**config.mk**
```make
export PLATFORM = sky130hd
export DESIGN_NAME = lu_op_identifier
export DESIGN_NICKNAME = d
export VERILOG_FILES = /design/src/rtl/lu_opid_pkg.sv /design/src/rtl/lu_opid_compat.sv /design/src/rtl/lu_op_identifier.sv
export SDC_FILE = /design/constraint.sdc
export NUM_CORES = 1
export LEC_CHECK = 0
export CAP_MARGIN = 10
export CORE_MARGIN = 3
export CORE_UTILIZATION = 45
export CTS_BUF_LIST = sky130_fd_sc_hd__clkbuf_8
export DETAILED_ROUTE_END_ITERATION = 10
export DONT_BUFFER_PORTS = 1
export GPL_ROUTABILITY_DRIVEN = 0
export GPL_TIMING_DRIVEN = 0
export HOLD_SLACK_MARGIN = 0.05
export SLEW_MARGIN = 10
export SYNTH_ARGS = -nofsm -noshare
export SYNTH_HDL_FRONTEND = slang
export SYNTH_SLANG_ARGS = --single-unit
```
**constraint.sdc**
```tcl
create_clock -name clk -period 1.8 [get_ports clk]
set_clock_uncertainty 0.05 [all_clocks]
set_input_delay 0.27 -clock clk [delete_from_list [all_inputs] [get_ports clk]]
set_output_delay 0.27 -clock clk [all_outputs]
set_load 0.01 [all_outputs]
```
**src/rtl/lu_opid_pkg.sv**
```systemverilog
// Shared types and constants for the LU operation identifier.
// Holds the FSM state encoding, the select-code constants, the truth table
// of the four candidate operations and two small mask helper functions.
package lu_opid_pkg;

  typedef enum logic [1:0] {
    IDLE    = 2'd0,
    COLLECT = 2'd1,
    DONE    = 2'd2,
    ERROR   = 2'd3
  } state_t;

  localparam logic [1:0] OP_XNOR = 2'b00;
  localparam logic [1:0] OP_XOR  = 2'b01;
  localparam logic [1:0] OP_OR   = 2'b10;
  localparam logic [1:0] OP_NOR  = 2'b11;

  // OP_TABLE[k][{a,b}] is the result of operation k for operands a,b.
  // Row order follows the select code: XNOR, XOR, OR, NOR.
  localparam logic [3:0][3:0] OP_TABLE = {
    4'b0001,  // NOR  : only 00 gives 1
    4'b1110,  // OR   : everything but 00 gives 1
    4'b0110,  // XOR  : 01 and 10 give 1
    4'b1001   // XNOR : 00 and 11 give 1
  };

  localparam int CNT_W = 4;

  function automatic logic is_one_hot(input logic [3:0] m);
    return (m != 4'd0) && ((m & (m - 4'd1)) == 4'd0);
  endfunction

  function automatic logic [1:0] lowest_index(input logic [3:0] m);
    logic [1:0] idx;
    idx = 2'd0;
    for (int i = 3; i >= 0; i--) begin
      if (m[i]) idx = 2'(i);
    end
    return idx;
  endfunction

endpackage

```
**src/rtl/lu_opid_compat.sv**
```systemverilog
// Combinational compatibility check: bit k of compat is set when operation k
// applied to (a,b) reproduces the observed result s.
module lu_opid_compat
  import lu_opid_pkg::*;
(
  input  logic       a,
  input  logic       b,
  input  logic       s,
  output logic [3:0] compat
);

  // Look up each candidate's result for this operand pair and compare with s
  always_comb begin
    compat = 4'b0000;
    for (int k = 0; k < 4; k++) begin
      compat[k] = (OP_TABLE[k][{a, b}] == s);
    end
  end

endmodule

```
**src/rtl/lu_op_identifier.sv**
```systemverilog
// LU operation identifier: narrows four candidate operations down using
// observed (a, b, s) samples until one remains or the sample budget runs out.
// Optional feature macro LU_OPID_CONFLICT_EN adds an err output and an ERROR
// state entered when no candidate survives; without it such a run falls back
// to IDLE with an all-zero candidate mask.
module lu_op_identifier
  import lu_opid_pkg::*;
#(
  parameter int MAX_SAMPLES = 8
) (
  input  logic       clk,
  input  logic       rst_n,
  input  logic       start,
  input  logic       in_valid,
  output logic       in_ready,
  input  logic       a,
  input  logic       b,
  input  logic       s,
  output logic       op_valid,
  input  logic       op_ack,
  output logic [1:0] op_code,
  output logic       ambiguous,
  output logic [3:0] cand_mask,
`ifdef LU_OPID_CONFLICT_EN
  output logic       busy,
  output logic       err
`else
  output logic       busy
`endif
);

  localparam logic [CNT_W-1:0] MAX_CNT = CNT_W'(MAX_SAMPLES);

  state_t           state;
  state_t           state_next;
  logic [CNT_W-1:0] count;
  logic [CNT_W-1:0] count_inc;
  logic [3:0]       compat;
  logic [3:0]       merged_mask;
  logic             accept;
  logic             merged_unique;
  logic             merged_zero;
  logic             budget_spent;

  lu_opid_compat u_compat (
    .a      (a),
    .b      (b),
    .s      (s),
    .compat (compat)
  );

  assign accept        = in_valid && in_ready;
  assign merged_mask   = cand_mask & compat;
  assign count_inc     = count + 1'b1;
  assign merged_unique = is_one_hot(merged_mask);
  assign merged_zero   = (merged_mask == 4'b0000);
  assign budget_spent  = (count_inc == MAX_CNT);

  // State register
  always_ff @(posedge clk or negedge rst_n) begin
    if (!rst_n) state <= IDLE;
    else        state <= state_next;
  end

  // Next-state logic; start restarts a run from COLLECT and ERROR, but not DONE
  always_comb begin
    state_next = state;
    case (state)
      IDLE: begin
        if (start) state_next = COLLECT;
      end
      COLLECT: begin
        if (start) begin
          state_next = COLLECT;
        end else if (accept) begin
          if (merged_zero) begin
`ifdef LU_OPID_CONFLICT_EN
            state_next = ERROR;
`else
            state_next = IDLE;
`endif
          end else if (merged_unique || budget_spent) begin
            state_next = DONE;
          end
        end
      end
      DONE: begin
        if (op_ack) state_next = IDLE;
      end
      ERROR: begin
`ifdef LU_OPID_CONFLICT_EN
        if (start) state_next = COLLECT;
`else
        state_next = IDLE;
`endif
      end
      default: state_next = IDLE;
    endcase
  end

  // Candidate mask, sample count and result registers; results are latched
  // on the deciding acceptance so they are stable for the whole DONE state
  always_ff @(posedge clk or negedge rst_n) begin
    if (!rst_n) begin
      cand_mask <= 4'b1111;
      count     <= '0;
      op_code   <= OP_XNOR;
      ambiguous <= 1'b0;
    end else begin
      case (state)
        IDLE, ERROR: begin
          if (start) begin
            cand_mask <= 4'b1111;
            count     <= '0;
            op_code   <= OP_XNOR;
            ambiguous <= 1'b0;
          end
        end
        COLLECT: begin
          if (start) begin
            cand_mask <= 4'b1111;
            count     <= '0;
          end else if (accept) begin
            cand_mask <= merged_mask;
            count     <= count_inc;
            if (merged_unique) begin
              op_code   <= lowest_index(merged_mask);
              ambiguous <= 1'b0;
            end else if (!merged_zero && budget_spent) begin
              op_code   <= lowest_index(merged_mask);
              ambiguous <= 1'b1;
            end
          end
        end
        default: begin
        end
      endcase
    end
  end

  // Status outputs decoded from the current state
  always_comb begin
    op_valid = (state == DONE);
    busy     = (state == COLLECT);
    in_ready = (state == COLLECT) && !start;
`ifdef LU_OPID_CONFLICT_EN
    err      = (state == ERROR);
`endif
  end

endmodule

```
==> results of run 1 <==
-- timing repair --
action,4_1_cts,5_1_grt
gates resized for setup,7,4
hold buffers,1,0
pin swaps,0,1
buffers inserted,1,0
endpoints found under the hold margin,13,0
cloned,0,0
setup endpoints to repair,1,4
-- power groups by stage --
| stage | Combinational (mW) | Sequential [mW] | Clock [mW] |
|---|---|---|---|
| 2_1_floorplan | 0.576 | 0.523 | 0 |
| 3_3_place_gp | 0.682 | 0.547 | 0 |
| 3_5_place_dp | 0.694 | 0.554 | 0 |
| 4_1_cts | 0.800 | 0.552 | 0.262 |
| 5_1_grt | 0.893 | 0.575 | 0.278 |
| 6_report | 0.807 | 0.556 | 0.256 |
-- worst max-delay path, delay by kind of cell, from the launching register on --
family                     cells  cell delay [ns]
AOI/OAI and AO/OA              2             0.53
DFF                            1             0.39
buffers and inverters          3             0.39
adders and majority gates      1             0.18
and+or+nand+nor                1             0.07
-- routing by layer --
metal	up-vias	track usage	wire [um]	part of all wire
li1	376	-	-	-
met1	370	0.242	970	0.47
met2	29	0.261	905	0.44
met3	2	0.0712	155	0.076
met4	0	0.0404	16	0.0078
met5	-	0	0	0
-- registers in the layout, indices dropped and copies added (netlist names) --
signal	count
ambiguous	1
op_code	2
cand_mask	4
count	4
state	2
-- cell type report --
class / instances / area, um^2 / area share
repair buffers: 2 / 17.5 / 0.0159
well taps: 25 / 31.3 / 0.0285
clock buffers: 3 / 41.3 / 0.0376
clock inverters: 1 / 3.75 / 0.00342
inverters: 10 / 37.5 / 0.0342
multi-input cells: 75 / 618 / 0.563
flip-flops and latches: 13 / 332 / 0.302
plain buffers: 2 / 17.5 / 0.0159
-- metrics by stage --
stage	hold slack, ns	setup TNS, ns	cells	utilization
floorplan	-0.0756	0	101	-
global placement	-0.0753	-0.294	126	0.549
detailed placement	-0.0753	-0.310	126	0.549
CTS	0.0854	0	131	0.603
global route	0.105	-0.00309	131	0.610
finish	0.0852	0	131	0.610
-- placed cells by master (no fill, tap or decap), types with 2 or more instances in the layout --
cell / n
inv_2: 5
ha_4: 3
nand4b_1: 2
nor2_1: 5
clkbuf_8: 4
nor3_1: 2
a32o_1: 2
a21oi_1: 7
nand4_1: 2
o21ai_0: 6
o211ai_1: 2
nand2_1: 13
ha_1: 3
mux2i_1: 2
inv_1: 6
dfrtp_1: 8
nand3_1: 4
dfstp_2: 4
-- logic make-up after synthesis --
family	synth area share
adder cells (fa/ha/maj)	0.0833
XOR/XNOR	0.0278
flip-flops	0.367
buffers and inverters	0.0542
AND/OR/NAND/NOR	0.199
AO/OA/AOI/OAI	0.221
multiplexers	0.0486
-- final timing paths --
| kind | start | endpoint | slack, ns | cells after the start |
|---|---|---|---|---|
| worst max-delay path | state[1]$_DFFE_PN0P_ | ambiguous$_DFFE_PN0P_ | 0.07 | 7 |
| max in group asynchronous | rst_n | state[0]$_DFFE_PN0P_ | 0.85 | 1 |
| worst min register to register | cand_mask[3]$_DFFE_PN1P_ | cand_mask[3]$_DFFE_PN1P_ | 0.49 | 2 |
| worst min-delay path | start | cand_mask[0]$_DFFE_PN1P_ | 0.09 | 2 |
| min in group asynchronous | rst_n | count[2]$_DFFE_PN0P_ | 0.42 | 1 |
| worst max register to register | state[1]$_DFFE_PN0P_ | ambiguous$_DFFE_PN0P_ | 0.07 | 7 |
==> results_dict.tcl, run 1 <==
set metrics [dict create \
    critPathSlowestCell "dfrtp_1" \
    p_per_area_nw_per_um2 1470 \
    final_hold_viol_count 0 \
    path_cells "inv_2, ha_4, clkbuf_8, inv_1, a31oi_4, nor4b_2, a221o_1" \
    total_power_mw 1.62 \
    netlist_instances 101 \
    cp_slowest_stage_delay_ns 0.39 \
    portBuffers 0 \
    setup-violations-final 0 \
    path_max_fanout 10 \
    p_sw_frac 0.435 \
    outcome "finished, final reports clean" \
    critPathCaptureType "flip-flop" \
    clk_latency_ns 0.25 \
    drtPass1Iterations 4 \
    remaining_drc_errors 0 \
    clock_sinks 13 \
    fin_crit_ns 1.73 \
    cts_root_buf "clkbuf_8" \
    placed_cell_area_um2 990 \
    core_um2 1800 \
    vdd_ir_drop_max_mv 0.977 \
    yosysMostFrequentCell "nand2_1" \
    slew_headroom 0.595 \
    via_per_inst 5.93 \
    dieArea_um2 2570 \
    grt_max_degree 14 \
    finalMaxSlewViolations 0 \
    grtUsageTotal 0.177 \
    power_frac_seq 0.343 \
    start_util 0.500 \
    synth-seq-area-share 0.367 \
    diodes 0 \
    hpwl_um 1460 \
    clk_pin_slew_ns 0.06 \
    antenna_found_initial 0 \
    crit_arrival_ns 1.81 \
    fin_crit_sh 0.963 \
    max_freq_mhz 577 \
    syn_to_final_growth_pct 21.9 \
    place_ws_ns -0.201 \
    yosysWarnings 0 \
    cap_violations 0 \
    synthArstFlopShare 1.00 \
    overflow 0 \
    worstPathRequired_ns 1.87 \
    die_width_um 50.7 \
    comb_power_share 0.498 \
    num_io_pins 18 \
    first_global_vias 735 \
    worst_slack_ns 0.0659 \
    ys_ff_latch 13 \
    synth.largest_area_cell "dfrtp_1" \
    netlist.area_leader.share 0.250 \
    yosysUniqueCellTypes 37 \
    syn_avg_cell_area_um2 8.92 \
    drive_gt1_frac 0.302 \
    drt-wirelength-per-cell_um 15.6 \
    drt-initial-drc-count 23 \
    hp-class "primary input to flip-flop" \
    num-nets-final 121 \
    synth_top_flop_cell "dfrtp_1" \
    cts_buffers 3 \
    fp-row-count 15 \
    tightestPinTransition_ns 0.605 \
    nFillCells 160 \
    p_leak_nw 0.454 \
    detail-route-antenna-nets 0 \
    cp-start-kind "flip-flop" \
    clk_path_buf_depth 2 \
    vias 777 \
    synth_nets 115 \
    ys_top_cells_by_count "13 x nand2_1, 9 x dfrtp_1, 8 x a21oi_1, 8 x inv_1" \
    crit_type "flip-flop to flip-flop" \
    synth_area_leaders "dfrtp_1 25%, dfstp_2 12%, ha_1 8.3%, nand2_1 5.4%, a21oi_1 4.4%" \
    syn_area_um2 901 \
    synth_edf_count 0 \
    grt_pass1_wl_um 3480 \
    wirelength_um 2050 \
    p_int_uw 915 \
    final_cell_area_um2 1100 \
    cts_tree "built" \
    clkPwrFrac 0.158 \
    p_sw_uw 705 \
    die_h_um 50.7 \
    h-tree-depth 1 \
]
(Power assumes the default switching activity.)
==> inputs of run 2 (changes only) <==
- ABC_AREA: unset -> 1
==> run 2 against run 1 <==
Net effect:
- routed wire length is 18% lower
- synthesized cell count is 12% higher
- count of clock-buffer cells in the layout stayed put
- first-iteration DRC count is 83% lower
- critical path depth is 1 higher
- critical endpoint is now state[0]$_DFFE_PN0P_
- largest cell class unchanged
- highest routed layer unchanged
==> results_dict.tcl, run 2 <==
set metrics [dict create \
    antenna_found_initial 0 \
    h-tree-depth 1 \
    r2r-end "state[0]$_DFFE_PN0P_" \
    path_max_fanout 6 \
    crit_arrival_ns 1.77 \
    fin_crit_ns 1.66 \
    synth_nets 127 \
    first_global_vias 627 \
    num_io_pins 18 \
    syn_to_final_growth_pct 16.3 \
    drt-initial-drc-count 4 \
    holdWs_ns 0.195 \
    setup-violations-final 0 \
    max_freq_mhz 601 \
    drt-wirelength-per-cell_um 11.4 \
    diodes 0 \
    yosysUniqueCellTypes 24 \
    hpwl_um 1300 \
    core_um2 1780 \
    final_cell_mix "25 x nand2_1, 16 x inv_1, 9 x dfrtp_1" \
    cts_buffers 3 \
    clk_path_buf_depth 2 \
    netlist.area_leader.share 0.255 \
    cp-start-kind "flip-flop" \
    r2r_cells 8 \
    synth-seq-area-share 0.374 \
    whs_path_depth 3 \
    via_per_inst 4.95 \
    nFillCells 167 \
    tightestPinTransition_ns 0.574 \
    vdd_ir_drop_max_mv 0.726 \
    tns_ns 0 \
    remaining_drc_errors 0 \
    wirelength_um 1670 \
    fp-row-count 15 \
    syn_area_um2 883 \
    place_ws_ns -0.0574 \
    fin_crit_sh 0.924 \
    start_util 0.495 \
    synth_area_leaders "dfrtp_1 25%, dfstp_2 12%, nand2_1 11%, ha_1 8.5%, inv_1 7.2%" \
    final_hold_viol_count 0 \
    multiInputGateArea_um2 490 \
    die_width_um 50.3 \
    synth.largest_area_cell "dfrtp_1" \
    detail-route-antenna-nets 0 \
    min_from "start" \
    hold_path_end "state[1]$_DFFE_PN0P_" \
    drive_gt1_frac 0.311 \
    clk_latency_ns 0.24 \
    netlist_instances 113 \
    outcome "finished, final reports clean" \
    vias 727 \
    cts_root_buf "clkbuf_8" \
    grt_max_degree 14 \
    syn_avg_cell_area_um2 7.82 \
    r2r_setup_slack_ns 0.14 \
    worstPathRequired_ns 1.91 \
    cts_tree "built" \
    cap_violations 0 \
    ys_top_cells_by_count "25 x nand2_1, 17 x inv_1, 9 x dfrtp_1" \
    fin_util 0.576 \
    critPathCaptureType "flip-flop" \
    layout_commonest_cell "nand2_1" \
    p_per_area_nw_per_um2 1550 \
    num-nets-final 137 \
    yosysWarnings 0 \
    finalNonFillerCells 147 \
    p_leak_nw 0.515 \
    yosysMostFrequentCell "nand2_1" \
    grt_pass1_wl_um 2770 \
    finalMaxSlewViolations 0 \
    clk_pin_slew_ns 0.05 \
    synthArstFlopShare 1.00 \
    hp-class "primary input to flip-flop" \
    drtPass1Iterations 4 \
    synth_top_flop_cell "dfrtp_1" \
    portBuffers 0 \
    grtUsageTotal 0.147 \
    clock_sinks 13 \
    overflow 0 \
    die_h_um 50.3 \
    worst_slack_ns 0.136 \
    synth_edf_count 0 \
    crit_type "flip-flop to flip-flop" \
    ys_ff_latch 13 \
    slew_headroom 0.616 \
    reg.largest.list "cand_mask x4, count x4" \
    dp_cells 138 \
    area.sequential_um2 330 \
    dieArea_um2 2530 \
    rr_startpoint "state[1]$_DFFE_PN0P_" \
]
-- run 2: changes by cell type after synthesis, moves of 3 or more --
cell      before  now
a21oi_1        8    3
inv_2          2    6
nand2_2        0    7
nor2_1         5    1
clkbuf_1       3    0
nand3_1        4    7
nand3_2        0    5
inv_1          8   17
mux2i_1        3    0
nand2_1       13   25
-- run 2: what timing repair did --
| action | 4_1_cts | 5_1_grt |
|---|---|---|
| endpoints found under the hold margin | 13 | 0 |
| buffers inserted | 0 | 4 |
| pin swaps | 0 | 1 |
| setup endpoints to repair | 10 | 10 |
| hold buffers | 1 | 0 |
| gates resized for setup | 1 | 5 |
-- run 2: critical path, cell delays in order (launching register included) --
cell	delay, ns
dfrtp_1	0.41
inv_2	0.09
ha_4	0.20
clkinvlp_4	0.14
nor2_4	0.23
nand3_1	0.13
o21ai_2	0.18
nand2_1	0.07
o21ai_0	0.08
-- run 2: area by class of cell --
class,count,area share
multi-input cells,77,0.477
flip-flops and latches,13,0.322
inverters,23,0.0877
clock buffers,3,0.0402
repair buffers,5,0.0390
well taps,25,0.0305
clock inverters,1,0.00365
-- run 2: kinds of logic (layout without fill, tap and decap cells) --
group,Yosys count,in the layout,share of synthesized area
compound gates,20,20,0.136
fa+ha+maj,6,6,0.0850
buf+inv,23,32,0.0977
flops,13,13,0.374
simple gates,51,51,0.307
-- run 2: through the flow --
stage / power [mW] / cell area (um^2)
finish: 1.59 / 1030
floorplan: 1.10 / 883
global placement: 1.23 / 915
global route: 1.74 / 1030
CTS: 1.51 / 972
detailed placement: 1.23 / 915
-- run 2: per-layer routing --
metal | routed length, um | part of all wire | up-vias | track usage
li1 | - | - | 386 | -
met1 | 771 | 0.46 | 323 | 0.185
met2 | 779 | 0.47 | 13 | 0.226
met3 | 94 | 0.056 | 5 | 0.0593
met4 | 25 | 0.015 | 0 | 0.0538
met5 | 0 | 0 | - | 0
-- run 2: worst max path at each step --
stage,startpoint,endpoint
6_report,state[1]$_DFFE_PN0P_,state[0]$_DFFE_PN0P_
5_1_grt,state[1]$_DFFE_PN0P_,cand_mask[0]$_DFFE_PN1P_
4_1_cts,state[1]$_DFFE_PN0P_,cand_mask[0]$_DFFE_PN1P_
3_5_place_dp,state[1]$_DFFE_PN0P_,state[0]$_DFFE_PN0P_
3_3_place_gp,state[1]$_DFFE_PN0P_,cand_mask[0]$_DFFE_PN1P_
2_1_floorplan,state[1]$_DFFE_PN0P_,state[0]$_DFFE_PN0P_
-- run 2: where the power goes --
part / switching [mW] / total [mW] / leakage, nW / internal (mW)
clock network: 0.0964 / 0.247 / 0.0269 / 0.150
logic: 0.485 / 0.787 / 0.325 / 0.302
registers: 0.131 / 0.555 / 0.163 / 0.424
total: 0.712 / 1.59 / 0.515 / 0.876
